`config.mk`:
```
export PLATFORM = sky130hd
export DESIGN_NAME = ifid_skid_reg
export DESIGN_NICKNAME = d
export VERILOG_FILES = /design/src/rtl/pipe_pkg.sv /design/src/rtl/sat_counter.sv /design/src/rtl/ifid_skid_reg.sv
export SDC_FILE = /design/constraint.sdc
export NUM_CORES = 1
export LEC_CHECK = 0
export CAP_MARGIN = 20
export CORE_MARGIN = 2
export CORE_UTILIZATION = 55
export DETAILED_ROUTE_END_ITERATION = 10
export PLACE_DENSITY = 0.92
export SYNTH_ARGS = -nofsm -noshare
export SYNTH_HDL_FRONTEND = slang
export SYNTH_HIERARCHICAL = 1
export SYNTH_SLANG_ARGS = --single-unit
```
`constraint.sdc`:
```
create_clock -name clock -period 3.35 [get_ports clock]
set_input_delay 0.67 -clock clock [delete_from_list [all_inputs] [get_ports clock]]
set_output_delay 0.67 -clock clock [all_outputs]
set_load 0.05 [all_outputs]
```
`src/rtl/pipe_pkg.sv`:
```
// Shared pipeline definitions: reset vector, NOP encoding and the
// stage-register entry used by IF/ID and ID/EX.
package pipe_pkg;

  localparam int          XLEN      = 32;
  localparam logic [31:0] NOP_INSTR = 32'h0000_0000;
  localparam logic [31:0] RESET_PC  = 32'h0001_0000;
  localparam logic [31:0] RESET_PC4 = RESET_PC + 32'd4;

  typedef struct packed {
    logic            valid;
    logic [XLEN-1:0] pc4;
    logic [XLEN-1:0] instr;
  } ifid_entry_t;

endpackage

```
`src/rtl/sat_counter.sv`:
```
// Saturating up-counter for pipeline performance statistics; sticks at
// all-ones instead of wrapping.
module sat_counter #(
  parameter int CNT_W = 16
) (
  input  logic             clock,
  input  logic             reset,
  input  logic             inc,
  output logic [CNT_W-1:0] count
);

  localparam logic [CNT_W-1:0] CNT_MAX = '1;
  localparam logic [CNT_W-1:0] CNT_ONE = {{(CNT_W-1){1'b0}}, 1'b1};

  logic [CNT_W-1:0] count_r;

  // count register, frozen once it reaches the maximum
  always_ff @(posedge clock or negedge reset) begin
    if (!reset) begin
      count_r <= '0;
    end else if (inc && (count_r != CNT_MAX)) begin
      count_r <= count_r + CNT_ONE;
    end else begin
      count_r <= count_r;
    end
  end

  assign count = count_r;

endmodule

```
`src/rtl/ifid_skid_reg.sv`:
```
// IF/ID stage register with a one-entry skid buffer so a fetch already in
// flight is not lost while ID is held; flush kills both entries.
module ifid_skid_reg #(
  parameter int               WIDTH     = 32,
  parameter int               CNT_W     = 16,
  parameter logic [WIDTH-1:0] NOP_INSTR = pipe_pkg::NOP_INSTR,
  parameter logic [WIDTH-1:0] RESET_PC4 = pipe_pkg::RESET_PC4
) (
  input  logic             clock,
  input  logic             reset,
  input  logic             in_valid,
  input  logic [WIDTH-1:0] in_pc4,
  input  logic [WIDTH-1:0] in_instr,
  output logic             in_ready,
  input  logic             flush,
  input  logic             hold,
  output logic             id_valid,
  output logic [WIDTH-1:0] id_pc4,
  output logic [WIDTH-1:0] id_instr,
  output logic [CNT_W-1:0] stall_cnt,
  output logic [CNT_W-1:0] flush_cnt
);

  import pipe_pkg::*;

  ifid_entry_t out_r;
  ifid_entry_t sk_r;
  ifid_entry_t out_n_s;
  ifid_entry_t sk_n_s;
  ifid_entry_t in_entry_s;
  logic        accept_s;
  logic        advance_s;
  logic        stall_inc_s;

  // ready depends only on the skid flop so IF never sees a comb path from hold
  assign in_ready   = !sk_r.valid;
  assign accept_s   = in_valid & !sk_r.valid;
  assign advance_s  = !hold | !out_r.valid;
  assign in_entry_s = '{valid: 1'b1, pc4: in_pc4, instr: in_instr};

  // next-state for output slot and skid slot: flush > advance > hold
  always_comb begin
    out_n_s = out_r;
    sk_n_s  = sk_r;
    if (flush) begin
      out_n_s.valid = 1'b0;
      out_n_s.instr = NOP_INSTR;
      sk_n_s.valid  = 1'b0;
    end else if (advance_s) begin
      if (sk_r.valid) begin
        out_n_s = sk_r;
        if (accept_s) begin
          sk_n_s = in_entry_s;
        end else begin
          sk_n_s.valid = 1'b0;
        end
      end else if (accept_s) begin
        out_n_s = in_entry_s;
      end else begin
        out_n_s.valid = 1'b0;
        out_n_s.instr = NOP_INSTR;
      end
    end else begin
      if (accept_s) begin
        sk_n_s = in_entry_s;
      end else begin
        sk_n_s = sk_r;
      end
    end
  end

  // slot registers; reset empties both and restores the reset PC+4
  always_ff @(posedge clock or negedge reset) begin
    if (!reset) begin
      out_r <= '{valid: 1'b0, pc4: RESET_PC4, instr: NOP_INSTR};
      sk_r  <= '{valid: 1'b0, pc4: {WIDTH{1'b0}}, instr: NOP_INSTR};
    end else begin
      out_r <= out_n_s;
      sk_r  <= sk_n_s;
    end
  end

  assign id_valid = out_r.valid;
  assign id_pc4   = out_r.pc4;
  assign id_instr = out_r.instr;

  assign stall_inc_s = hold & out_r.valid & !flush;

  sat_counter #(.CNT_W(CNT_W)) u_stall_cnt (
    .clock (clock),
    .reset (reset),
    .inc   (stall_inc_s),
    .count (stall_cnt)
  );

  sat_counter #(.CNT_W(CNT_W)) u_flush_cnt (
    .clock (clock),
    .reset (reset),
    .inc   (flush),
    .count (flush_cnt)
  );

endmodule
```
After elaboration in Yosys (flattened, before gate mapping)
Cells that the tools add are included.
{ "totals": {"ff_bits": 162, "latchBits": 0, "ram_bits": 0, "mem_bits_ro": 0, "in_bits": 69, "wordCells": 41, "n_memories": 0} }
{ "classes": {"addsub": 2, "multipliers": 0, "div": 0, "magnitude_cmp": 0, "eq_ne": 3, "shift": 0, "mux": 12, "bitwise": 5, "n_reduce_logical": 11} }
{ "op_table": {"columns": ["op", "count"], "rows": [
  ["two-way mux 65 bit", 5],
  ["two-way mux 32 bit", 3],
  ["two-way mux 64 bit", 1],
  ["adder 16 x 1 -> 16 bit (second input constant)", 2],
  ["inequality test 16 bit (second input constant)", 2],
  ["AND reduction 3 bit", 2],
  ["zero test 1 bit", 4],
  ["nonzero test 2 bit", 2],
  ["AND 1 bit", 3],
  ["two-way mux 1 bit", 3],
  ["nonzero test 3 bit", 1],
  ["logical AND 1 bit", 2],
  ["inequality test 2 bit (second input constant)", 1],
  ["inverter 1 bit", 1],
  ["bitwise OR 1 bit", 1]
]} }

Logic depth before layout (Yosys ltp)
Gate-level depths: netlist of the first run.
{ "depth": {"ltp_word": 6, "depth_mapped": 8, "depth_no_buf": 5} }

By module
Netlist of the first run, hierarchy kept.
{ "modules_own_cells": {"columns": ["mod", "instances", "cells_each", "area_each_um2", "seq_area_each_um2"], "rows": [
  ["ifid_skid_reg", 1, 494, 5941.9, 3255.6],
  ["sat_counter", 2, 77, 884.6, 400.4]
]} }

Worst setup path before layout of the first run
No wires, ideal clock.
{ "synth_timing": {"kind": "reg-to-reg", "from": "register out_r (netlist bit id_valid)", "to": "register u_stall_cnt.count_r[15], in the netlist u_stall_cnt/count[15]", "setup_ns": 0.125, "t_arrival_ns": 2.243, "required_ns": 3.225, "slack_ns": 0.982, "stages_incl_launch_ff": 8, "synth_period_minus_slack_ns": 2.368, "path_cell_list": "dfrtp_1 > and3b_1 > buf_4 > clkbuf_1 > nand4_1 > nor4_4 > nand3_2 > mux2_4"} }
{ "synth_via": {"elab_chain_len": 3} }
{ "synth_rtl": {"columns": ["element", "line", "rtl"], "rows": [
  ["start: declaration", "ifid_skid_reg.sv:26", "ifid_entry_t out_r;"],
  ["start signal: assignment", "ifid_skid_reg.sv:75", "out_r <= '{valid: 1'b0, pc4: RESET_PC4, instr: NOP_INSTR};"],
  ["start signal: assignment", "ifid_skid_reg.sv:78", "out_r <= out_n_s;"],
  ["AND 1 bit (2 in series)", "ifid_skid_reg.sv:87", "assign stall_inc_s = hold & out_r.valid & !flush;"],
  ["named net stall_inc_s", "ifid_skid_reg.sv:33", "logic stall_inc_s;"],
  ["logical AND 1 bit", "sat_counter.sv:21", "end else if (inc && (count_r != CNT_MAX)) begin"],
  ["end signal: assignment", "sat_counter.sv:22", "count_r <= count_r + CNT_ONE;"],
  ["end signal: assignment", "sat_counter.sv:24", "count_r <= count_r;"],
  ["end: declaration", "sat_counter.sv:15", "logic [CNT_W-1:0] count_r;"]
]} }
The timed path passes the listed nets, and every way through them passes these cells.
A chain may end at the register's enable or synchronous reset.

Final worst setup path of the first run
{ "layout_timing": {"from": "register sk_r[64] in the netlist's numbering", "to": "output in_ready"} }
{ "layout_via": {"elab_chain_len": 1} }
{ "layout_rtl": {"columns": ["element", "line", "rtl"], "rows": [
  ["start: declaration", "ifid_skid_reg.sv:27", "ifid_entry_t sk_r;"],
  ["start signal: assignment", "ifid_skid_reg.sv:76", "sk_r <= '{valid: 1'b0, pc4: {WIDTH{1'b0}}, instr: NOP_INSTR};"],
  ["start signal: assignment", "ifid_skid_reg.sv:79", "sk_r <= sk_n_s;"],
  ["zero test 1 bit", "ifid_skid_reg.sv:36", "assign in_ready = !sk_r.valid;"],
  ["end: declaration", "ifid_skid_reg.sv:14", "output logic in_ready,"]
]} }
Every way passes these cells.

==> results of run 1 <==
## path summary, 6_finish.rpt
| path | depth (start not counted) | startpoint | to |
|---|---|---|---|
| hold / removal | 1 | reset | u_flush_cnt/count[14]$_DFFE_PN0P_ |
| hold reg to reg | 1 | id_pc4[30]$_DFFE_PN0P_ | id_pc4[30]$_DFFE_PN0P_ |
| setup reg to reg | 4 | sk_r[64]$_DFFE_PN0P_ | id_pc4[18]$_DFFE_PN0P_ |
| min in group clock | 1 | id_pc4[30]$_DFFE_PN0P_ | id_pc4[30]$_DFFE_PN0P_ |
| max in group asynchronous | 2 | reset | u_flush_cnt/count[3]$_DFFE_PN0P_ |
| setup / recovery | 2 | sk_r[64]$_DFFE_PN0P_ | in_ready |
## worst max-delay path: stages (launching register included)
cell and delay (ps):
dfrtp_4 480, inv_2 90, clkdlybuf4s50_1 840
## sequential cells by signal, summed over array words and instances, names as in the netlist
register and flops:
id_pc4 32, u_flush_cnt/count 16, u_stall_cnt/count 16, id_instr 32
sk_r 65, id_valid 1
## through the flow
step / cell area (sq um) / worst slack [ps] / hold slack [ps]
6_report: 10100 / 837 / 264
3_5_place_dp: 9520 / 637 / 474
2_1_floorplan: 7710 / 982 / 374
4_1_cts: 10100 / 814 / 291
3_3_place_gp: 9520 / 696 / 472
5_1_grt: 10100 / 800 / 328
## cell type report
class | count | area (sq um) | share of cell area
timing repair buffer | 178 | 1780 | 0.176
multi-input combinational | 415 | 3330 | 0.330
inverter | 33 | 124 | 0.0123
clock buffer | 17 | 425 | 0.0422
clock inverter | 15 | 148 | 0.0146
tap | 180 | 225 | 0.0223
sequential | 162 | 4060 | 0.402
## cell usage after synthesis, types with 4 or more instances
master | number | area share
a21oi_1 | 6 | 0.0039
a22o_1 | 32 | 0.036
a31oi_1 | 4 | 0.0032
a41oi_1 | 4 | 0.0045
and3_1 | 4 | 0.0032
and4_1 | 4 | 0.0045
buf_1 | 4 | 0.0019
buf_2 | 6 | 0.0039
buf_4 | 7 | 0.0068
buf_6 | 4 | 0.0058
clkbuf_1 | 17 | 0.0083
dfrtp_1 | 160 | 0.52
inv_1 | 32 | 0.016
mux2_1 | 33 | 0.048
mux2_2 | 35 | 0.051
mux2_4 | 32 | 0.062
mux2i_1 | 32 | 0.042
nand2_1 | 102 | 0.050
nand3_1 | 10 | 0.0065
nand3_2 | 5 | 0.0065
nand3_4 | 4 | 0.0091
nand4_1 | 18 | 0.015
nor2_1 | 12 | 0.0058
o21a_1 | 8 | 0.0078
o21ai_0 | 34 | 0.022
xnor2_1 | 10 | 0.011
xor2_1 | 4 | 0.0045
## kinds of logic after synthesis
| logic type | share of synthesized area |
|---|---|
| multiplexers | 0.203 |
| AO/OA/AOI/OAI | 0.0878 |
| XOR/XNOR | 0.0159 |
| buffers and inverters | 0.0428 |
| flip-flops | 0.526 |
| adder cells (fa/ha/maj) | 0.00324 |
| AND/OR/NAND/NOR | 0.121 |
## power groups by stage
stage	Clock, mW	Sequential (mW)	Combinational [mW]
finish	1.89	2.64	1.68
CTS	1.91	2.63	1.69
floorplan	0	3.13	0.560
global placement	0	2.63	1.62
detailed placement	0	2.66	1.68
global route	2.00	2.69	1.78
## layout by cell type (no fill, tap or decap), types with 4 or more instances in the layout
master           synthesis  layout
clkdlybuf4s50_1          0     165
dfrtp_1                160     159
nand2_1                102     102
mux2_2                  35      35
o21ai_0                 34      34
mux2_1                  33      33
a22o_1                  32      32
inv_1                   32      32
mux2i_1                 32      32
mux2_4                  32      32
nand4_1                 18      18
clkbuf_16                0      17
nor2_1                  12      12
buf_4                    7      10
nand3_1                 10      10
xnor2_1                 10      10
o21a_1                   8       8
inv_6                    0       8
a21oi_1                  6       6
nand3_4                  4       5
clkinvlp_4               0       4
and3_1                   4       4
a41oi_1                  4       4
xor2_1                   4       4
nand3_2                  5       4
and4_1                   4       4
a31oi_1                  4       4
## per-layer routing
| metal | GRT usage | up-vias | share of wire |
|---|---|---|---|
| met3 | 0.0716 | 45 | 0.064 |
| li1 | - | 2602 | - |
| met4 | 0.0862 | 0 | 0.024 |
| met1 | 0.330 | 2895 | 0.41 |
| met2 | 0.425 | 223 | 0.50 |
| met5 | 0 | - | 0 |
==> summary.md, run 1 <==
| Metric | Value |
|---|---|
| Clk buf depth | 2 |
| Die Span X | 122 um |
| Register area share after synthesis | 0.526 |
| #FFs+latches synth | 162 |
| Setup TNS | 0 ps |
| Clock sink count | 162 |
| Initial antenna violation count | 0 |
| Reg2Reg Setup Slack | 1030 ps |
| Max-Cap Viols | 0 |
| Net Sw Power | between 2 and 2.5 mW |
| Layout Skew | 5.65 ps |
| CP Data Arrival Time | 1840 ps |
| Largest net degree at the start of global routing | 100 |
| Avg Inst Size Synth | roughly 12 sq um |
| P_int | 4.08 mW |
| Synthesized area | 7710 sq um |
| Layout area overhead | 30.9% |
| Fin crit period | 2510 ps |
| Final layout net count | about 880 |
| Clock network power share | 0.305 |
| Setup violators final | 0 |
| Mapped Nets | 719 |
| Critical Path Source Type | register |
| Clk slew on worst S/H paths | 60 ps |
| Status | complete, no violations |
| Site row count | 43 |
| Post-cts resize count | 0 |
| Dpl hpwl | 12800 um |
| Worst Path Max Fanout | 2 |
| Cts hold-fix bufs | 0 |
| Core area | roughly 14000 sq um |
| GRT overflow | 0 |
| Sequential share of power | 0.425 |
| Gr usage total | 0.258 |
| Root Driver | clkbuf_16 |
| Peak supply drop | 0.000523 V |
| Via Count | 5765 |
| Placed insts | 968 |
| Drt via density | approximately 5.8 |
| Worst Setup End Kind | primary output |
| HP Class | primary input to asynchronous set/reset pin |
| Yosys cell types | 42 |
| Final slew viol count | 0 |
| Total iterations of the first detailed-routing run | 5 |
| RD Place Congestion | 0.926 |
| Detailed Route WL | 18500 um |
| Cells after Synth | 648 |
| ANT cells | 0 |
| H-tree levels | 4 |
| Die Area | around 15000 sq um |
| Worst slew margin | 0.331 |
| Post-Route Utilization | 0.733 |
| Primary FF master, synth | dfrtp_1 |
| Worst skew pair latency | 420 ps |
| Antenna Nets Post-Route | 0 |
| Io pins | 167 |
| CP Class | register to primary output |
| Fill count | 936 |
| Share of cells above drive strength 1 | 0.167 |
| Number of synthesized flops with an enable pin | 0 |
| Comb power frac | 0.270 |
| DIE HEIGHT | 122 um |
| Actual slew at the worst max-slew pin | 1000 ps |
| FFs w/ async S/R, synth | 1.00 |
| Pwr Total | 6.22 mW |
| Unrepaired setup endpoints after global routing | no |
| Synth Warn # | 6 |
| Starting Density | 0.560 |
| CTS tree | done |
| Power per cell area | 616 nW/um^2 |
| WL/cell | 18.5 um |
| CTS Buf Count | 17 |
| Required @ worst endpoint | around 2700 ps |
| FMAX | 0.398 GHz |
| Total setup buffers inserted after CTS | 0 |
| Pleak | 4.57 nW |
| First-pass GRT wire length | just over 30000 um |
| DRC | 0 |
| Final Hold Fails | 0 |
| Switching Fraction | 0.344 |
| DRT iter0 DRCs | 521 |
| Final Non-Filler Cells | 1000 |
| Final worst-path cycle share | 0.750 |
| Number of port buffers | roughly 170 |
| Vias in the first global route | between 5000 and 6000 |
(Power assumes the default switching activity.)
==> run 2: changes to the inputs <==
--- a/config.mk
+++ b/config.mk
@@ -7,9 +7,9 @@
 export LEC_CHECK = 0
 export CAP_MARGIN = 20
 export CORE_MARGIN = 2
-export CORE_UTILIZATION = 55
+export CORE_UTILIZATION = 51
 export DETAILED_ROUTE_END_ITERATION = 10
-export PLACE_DENSITY = 0.92
+export PLACE_DENSITY = 0.86
 export SYNTH_ARGS = -nofsm -noshare
 export SYNTH_HDL_FRONTEND = slang
 export SYNTH_HIERARCHICAL = 1
==> constraint.sdc (replaced) <==
create_clock -name clock -period 2.5 [get_ports clock]
set_input_delay 0.5 -clock clock [delete_from_list [all_inputs] [get_ports clock]]
set_output_delay 0.5 -clock clock [all_outputs]
set_load 0.05 [all_outputs]
==> summary.md, run 2 (synthesized netlist as in run 1, its figures left out) <==
| Metric | Value |
|---|---|
| Status | complete, no violations |
| Actual slew at the worst max-slew pin | 650 ps (-353 ps) |
| Slowest-stage cell, CP | clkdlybuf4s50_1 |
| Placed insts | 977 (+0.93%) |
| Pre-CTS WS | 140 ps (-497 ps) |
| Critical Path Source Type | register |
| Post-cts resize count | 0 (unchanged) |
| Unrepaired setup endpoints after global routing | no |
| Layout Skew | 7.57 ps (+1.92 ps) |
| Clock sink count | 162 (unchanged) |
| Clk buf depth | 2 (unchanged) |
| Max incr delay on CP | 870 ps (+30 ps) |
| Worst slew margin | 0.567 (+0.235) |
| Largest delay contributor family on the critical path | buffers and inverters |
| Final Non-Filler Cells | 1010 (+1.0%) |
| H-tree levels | 4 (unchanged) |
| Via Count | 5750 (-0.26%) |
| Cts hold-fix bufs | 0 (unchanged) |
| Detailed Route WL | 19100 um (+3.1%) |
| HP Class | primary input to asynchronous set/reset pin |
| Starting Density | 0.527 (-0.0333) |
| Register with the most flip-flops | sk_r |
| Worst Setup End Kind | primary output |
| Max FFs per register | 65 (unchanged) |
| Required @ worst endpoint | 2000 ps (-680 ps) |
| Gr usage total | 0.245 (-0.0132) |
| CTS tree | done |
| Pleak | 4.66 nW (+2.0%) |
| Site row count | 44 (+2.3%) |
| Final worst-path cycle share | 0.927 |
| Setup violators final | 0 (unchanged) |
| Antenna Nets Post-Route | 0 (unchanged) |
| Die Area | 16100 sq um (+7.6%) |
| Die Span X | 127 um (+3.7%) |
| Final layout net count | 883 (+0.57%) |
| Dpl hpwl | 13300 um (+3.9%) |
| CTS Buf Count | 17 (unchanged) |
| Total setup buffers inserted after CTS | 0 (unchanged) |
| Initial antenna violation count | 1 (+1) |
| GRT overflow | 0 (unchanged) |
| Fill count | 1012 (+8.1%) |
| Most frequent cells in the layout | clkdlybuf4s50_1, dfrtp_1, nand2_1, mux2_2, o21ai_0 |
| Largest net degree at the start of global routing | 53 (-47%) |
| DIE HEIGHT | 127 um (+3.7%) |
| Most common cell after layout, fill and taps aside | clkdlybuf4s50_1 |
| Fin crit period | 2320 ps |
| Layout area overhead | 32.9% |
| Peak supply drop | 0.000577 V (+10%) |
| Share of cells above drive strength 1 | 0.172 (+0.00505) |
| WL/cell | 18.9 um (+2.1%) |
| Final slew viol count | 0 (unchanged) |
| CP Buf/Inv Count | 1 (-1) |
| Setup TNS | 0 ps (unchanged) |
| Core area | 14600 sq um (+6.3%) |
| Io pins | 167 (unchanged) |
| Crit-path cells | clkdlybuf4s50_1 |
| Root Driver | clkbuf_16 |
| CP Class | register to primary output |
| DRC | 0 (unchanged) |
| Total iterations of the first detailed-routing run | 5 (unchanged) |
| First-pass GRT wire length | 31000 um (+2.9%) |
| Final Hold Fails | 0 (unchanged) |
| Clk slew on worst S/H paths | 60 ps (about the same) |
| RD Place Congestion | 0.916 (-1.1%) |
| FMAX | roughly 0.43 GHz |
| Worst skew pair latency | 420 ps (about the same) |
| DRT iter0 DRCs | 361 (-31%) |
| Hold WS | 11.7 ps (-252 ps) |
| Vias in the first global route | 6194 (+4.9%) |
| CP Data Arrival Time | 1820 ps (-20 ps) |
| Max-Cap Viols | 0 (unchanged) |
| Final setup margin | 183 ps (-654 ps) |
| Worst Path Max Fanout | 7 (+5) |
| Power per cell area | 838 nW/um^2 (+36%) |
| Drt via density | 5.69 (-1.2%) |
| Number of port buffers | 166 (unchanged) |
==> run 2: worst paths after layout <==
check	cells after the start	to	start	slack (ps)
worst min-delay path	1	id_pc4[7]$_DFFE_PN0P_	reset	10
worst min register to register	1	id_pc4[25]$_DFFE_PN0P_	id_pc4[25]$_DFFE_PN0P_	480
min in group clock	1	id_pc4[25]$_DFFE_PN0P_	id_pc4[25]$_DFFE_PN0P_	480
worst max register to register	5	u_stall_cnt/count[14]$_DFFE_PN0P_	u_stall_cnt/count[0]$_DFFE_PN0P_	580
worst max-delay path	1	stall_cnt[2]	u_stall_cnt/count[2]$_DFFE_PN0P_	180
max in group asynchronous	2	id_pc4[2]$_DFFE_PN1P_	reset	1670
==> run 2: layout make-up <==
type                            count  area [sq um]  share of cell area
Inverter                           33           124              0.0121
Multi-Input combinational cell    415          3340               0.326
Clock inverter                     11           158              0.0154
Tap cell                          184           230              0.0225
Antenna cell                        1          2.50            0.000244
Sequential cell                   162          4060               0.396
Timing Repair Buffer              183          1860               0.182
Clock buffer                       21           470              0.0459
==> run 2: power by group <==
| part | internal (mW) | switching [mW] |
|---|---|---|
| Combinational | 0.947 | 1.32 |
| Sequential | 3.13 | 0.424 |
| Clock | 1.74 | 1.03 |
| Total | 5.82 | 2.77 |
==> run 2: routing by layer <==
layer	global-route usage	share of wire	up-vias	wire [um]
li1	-	-	2609	-
met1	0.288	0.40	2881	7660
met2	0.424	0.51	227	9730
met3	0.0751	0.069	33	1320
met4	0.0886	0.021	0	393
met5	0	0	-	0
==> run 2: metrics by stage <==
step | util | cell area, sq um | power, mW
floorplan | - | 7710 | 4.94
detailed placement | 0.657 | 9620 | 5.83
global placement | 0.657 | 9620 | 5.72
finish | 0.700 | 10200 | 8.59
global route | 0.700 | 10200 | 8.93
CTS | 0.700 | 10200 | 8.64
==> run 3: changes to the inputs <==
--- a/config.mk
+++ b/config.mk
@@ -7,10 +7,9 @@
 export LEC_CHECK = 0
 export CAP_MARGIN = 20
 export CORE_MARGIN = 2
-export CORE_UTILIZATION = 51
+export CORE_UTILIZATION = 50
 export DETAILED_ROUTE_END_ITERATION = 10
 export PLACE_DENSITY = 0.86
 export SYNTH_ARGS = -nofsm -noshare
 export SYNTH_HDL_FRONTEND = slang
-export SYNTH_HIERARCHICAL = 1
 export SYNTH_SLANG_ARGS = --single-unit
==> summary.md, run 3 <==
| Metric | Value |
|---|---|
| Status | complete, no violations |
| CTS tree | done |
| Clk slew on worst S/H paths | 60 ps (about the same) |
| Cells after Synth | 685 (+5.7%) |
| Drt via density | 5.52 (-3.0%) |
| #FFs+latches synth | 162 (unchanged) |
| Number of synthesized flops with an enable pin | 0 (unchanged) |
| Register with the most flip-flops | sk_r |
| Reg area | 4060 sq um (unchanged) |
| Synth top area share | 0.566 (+0.0464) |
| Yosys cell types | 36 (-14%) |
| Cts hold-fix bufs | 0 (unchanged) |
| Dpl hpwl | 11800 um (-11%) |
| Final worst-path cycle share | 0.907 (-0.0200) |
| Starting Density | 0.510 (-0.0167) |
| ANT cells | 0 (-1) |
| Gr usage total | 0.247 (+0.00288) |
| Avg Inst Size Synth | 10.3 sq um (-13%) |
| Worst Path Max Fanout | 2 (-5) |
| Crit-path cells | clkdlybuf4s50_1 |
| Required @ worst endpoint | 2000 ps (about the same) |
| Power per cell area | 829 nW/um^2 (-1.1%) |
| Final Hold Fails | 0 (unchanged) |
| Pwr Total | 7.99 mW (-7.0%) |
| Synthesized area | 7080 sq um (-8.2%) |
| Multi-input gate area | 2840 sq um (-15%) |
| Largest delay contributor family on the critical path | buffers and inverters |
| HP Class | primary input to asynchronous set/reset pin |
| Max FFs per register | 65 (unchanged) |
| Mapped Nets | 756 (+5.1%) |
| Die Span X | 123 um (-3.1%) |
| Peak supply drop | 0.000880 V (+53%) |
| Fill count | 1058 (+4.5%) |
| RD Place Congestion | 0.838 (-8.5%) |
| Max incr delay on CP | 800 ps (-70 ps) |
| Total iterations of the first detailed-routing run | 5 (unchanged) |
| Top cells by area, synth | dfrtp_1, nand2_1, o21ai_0, mux2_2, mux2i_1 |
| Setup violators final | 0 (unchanged) |
| CP Buf/Inv Count | 1 (unchanged) |
| Clk buf depth | 2 (unchanged) |
| Final slew viol count | 0 (unchanged) |
| Synth Warn # | 0 (-6) |
| Die Area | 15100 sq um (-6.2%) |
| Total setup buffers inserted after CTS | 0 (unchanged) |
| Most frequent cells in the layout | clkdlybuf4s50_1, dfrtp_1, nand2_1, o21ai_0, and3_1 |
| Core area | 13900 sq um (-5.2%) |
| DRC | 0 (unchanged) |
| Fin crit period | 2270 ps (-50.0 ps) |
| Pleak | 4.18 nW (-10%) |
| GRT met1 Usage | 0.331 (+0.0430) |
| WL/cell | 17.0 um (-10%) |
| Post-Route Utilization | 0.694 (-0.00569) |
| Top cells by count, synth | dfrtp_1, nand2_1, o21ai_0 |
| Critical Path Source Type | register |
| Final layout net count | 916 (+3.7%) |
| Levels on crit path | 1 (unchanged) |
| Layout Skew | 6.86 ps (-0.706 ps) |
| Worst skew pair latency | 420 ps (about the same) |
| Largest net degree at the start of global routing | 65 (+23%) |
| Max-Cap Viols | 0 (unchanged) |
| First-pass GRT wire length | 29200 um (-6.0%) |
| Clock sink count | 162 (unchanged) |
| Register area share after synthesis | 0.573 (+0.0471) |
| Io pins | 167 (unchanged) |
| Worst Setup End Kind | primary output |
| CTS Buf Count | 17 (unchanged) |
| Share of cells above drive strength 1 | 0.118 (-0.0544) |
| Number of port buffers | 166 (unchanged) |
| Site row count | 43 (-2.3%) |
| Root Driver | clkbuf_16 |
| Most common cell after layout, fill and taps aside | clkdlybuf4s50_1 |
| Slowest-stage cell, CP | clkdlybuf4s50_1 |
| Worst slew margin | 0.595 (+0.0283) |
| Detailed Route WL | 17600 um (-7.7%) |
| Vias in the first global route | 5794 (-6.5%) |
| DIE HEIGHT | 123 um (-3.1%) |
| Antenna Nets Post-Route | 0 (unchanged) |
| GRT overflow | 0 (unchanged) |
| Post-cts resize count | 0 (unchanged) |
| FFs w/ async S/R, synth | 1.00 (unchanged) |
| H-tree levels | 4 (unchanged) |
| Setup TNS | 0 ps (unchanged) |
| Via Count | 5732 (-0.31%) |
| Initial antenna violation count | 0 (-1) |
| DRT iter0 DRCs | 413 (+14%) |
| GR peak layer | met2 |
| GR Layer Usage met3 | 0.0457 (-0.0294) |
| Primary FF master, synth | dfrtp_1 |
| Actual slew at the worst max-slew pin | 607 ps (-42.5 ps) |
| Top-count cell post-synth | dfrtp_1 |
| CP Data Arrival Time | 1770 ps (-50 ps) |
| Pre-CTS WS | 203 ps (+62.7 ps) |
| CP Class | register to primary output |
| M2 GR Usage | 0.398 (-0.0253) |
| FMAX | 0.441 GHz (+2.2%) |
| Final setup margin | 233 ps (+50.0 ps) |
| Unrepaired setup endpoints after global routing | no |
| Layout area overhead | 36.1% |
| Reg2reg path depth | 6 (+1) |
| Cell accounting for the most synthesized area | dfrtp_1 |
## run 3: cell types whose count changed after synthesis, moves of 8 or more
cell	change
o21ai_0	+65
nand2_1	+42
and3_1	+35
a21oi_1	+32
a22o_1	-32
mux2_1	-32
mux2_4	-32
inv_1	-30
buf_2	+12
clkbuf_1	+8
o21a_1	-8
## run 3: cells by family (layout without fill, tap and decap cells)
logic type | after synthesis | after routing | share of synthesized area
buffers and inverters | 46 | 219 | 0.0281
xor gates and xnor gates | 19 | 19 | 0.0235
and+or+nand+nor | 239 | 239 | 0.158
adders and majority gates | 2 | 2 | 0.00353
AOI/OAI and AO/OA | 147 | 147 | 0.108
muxes | 70 | 70 | 0.106
DFF | 162 | 162 | 0.573
## run 3: path summary, 6_finish.rpt
kind,slack [ps],end,from
hold reg to reg,480,sk_r[32]$_DFFE_PN0P_,sk_r[32]$_DFFE_PN0P_
setup reg to reg,560,sk_r[46]$_DFFE_PN0P_,sk_r[64]$_DFFE_PN0P_
hold / removal,40,u_flush_cnt.count[15]$_DFFE_PN0P_,reset
setup / recovery,230,id_pc4[2],id_pc4[2]$_DFFE_PN1P_
max in group asynchronous,1770,id_pc4[16]$_DFFE_PN1P_,reset
min in group clock,480,sk_r[32]$_DFFE_PN0P_,sk_r[32]$_DFFE_PN0P_
## run 3: final cells by class
type,count,share of cell area
inverters,2,0.000779
clock buffers,20,0.0474
well taps,180,0.0234
multi-input cells,477,0.294
clock inverters,12,0.0164
repair buffers,185,0.196
flip-flops and latches,162,0.421
## run 3: per-layer routing
metal  part of all wire  vias up
met4              0.026        0
met5                  0        -
met2               0.48      179
met1               0.44     2809
li1                   -     2715
met3              0.047       29
## run 3: power breakdown
part	switching (mW)	total [mW]	leakage, nW	internal (mW)
clock network	1.04	2.67	0.292	1.63
registers	0.309	3.34	2.11	3.03
logic	1.23	1.98	1.79	0.752
total	2.58	7.99	4.18	5.41
## run 3: metrics by stage
step	area (sq um)	hold WS, ps	cells
after floorplan	7080	204	685
after global placement	9020	460	1006
after detailed placement	9020	470	1006
after CTS	9630	39.0	1038
after global routing	9630	64.2	1038
final	9630	36.9	1038
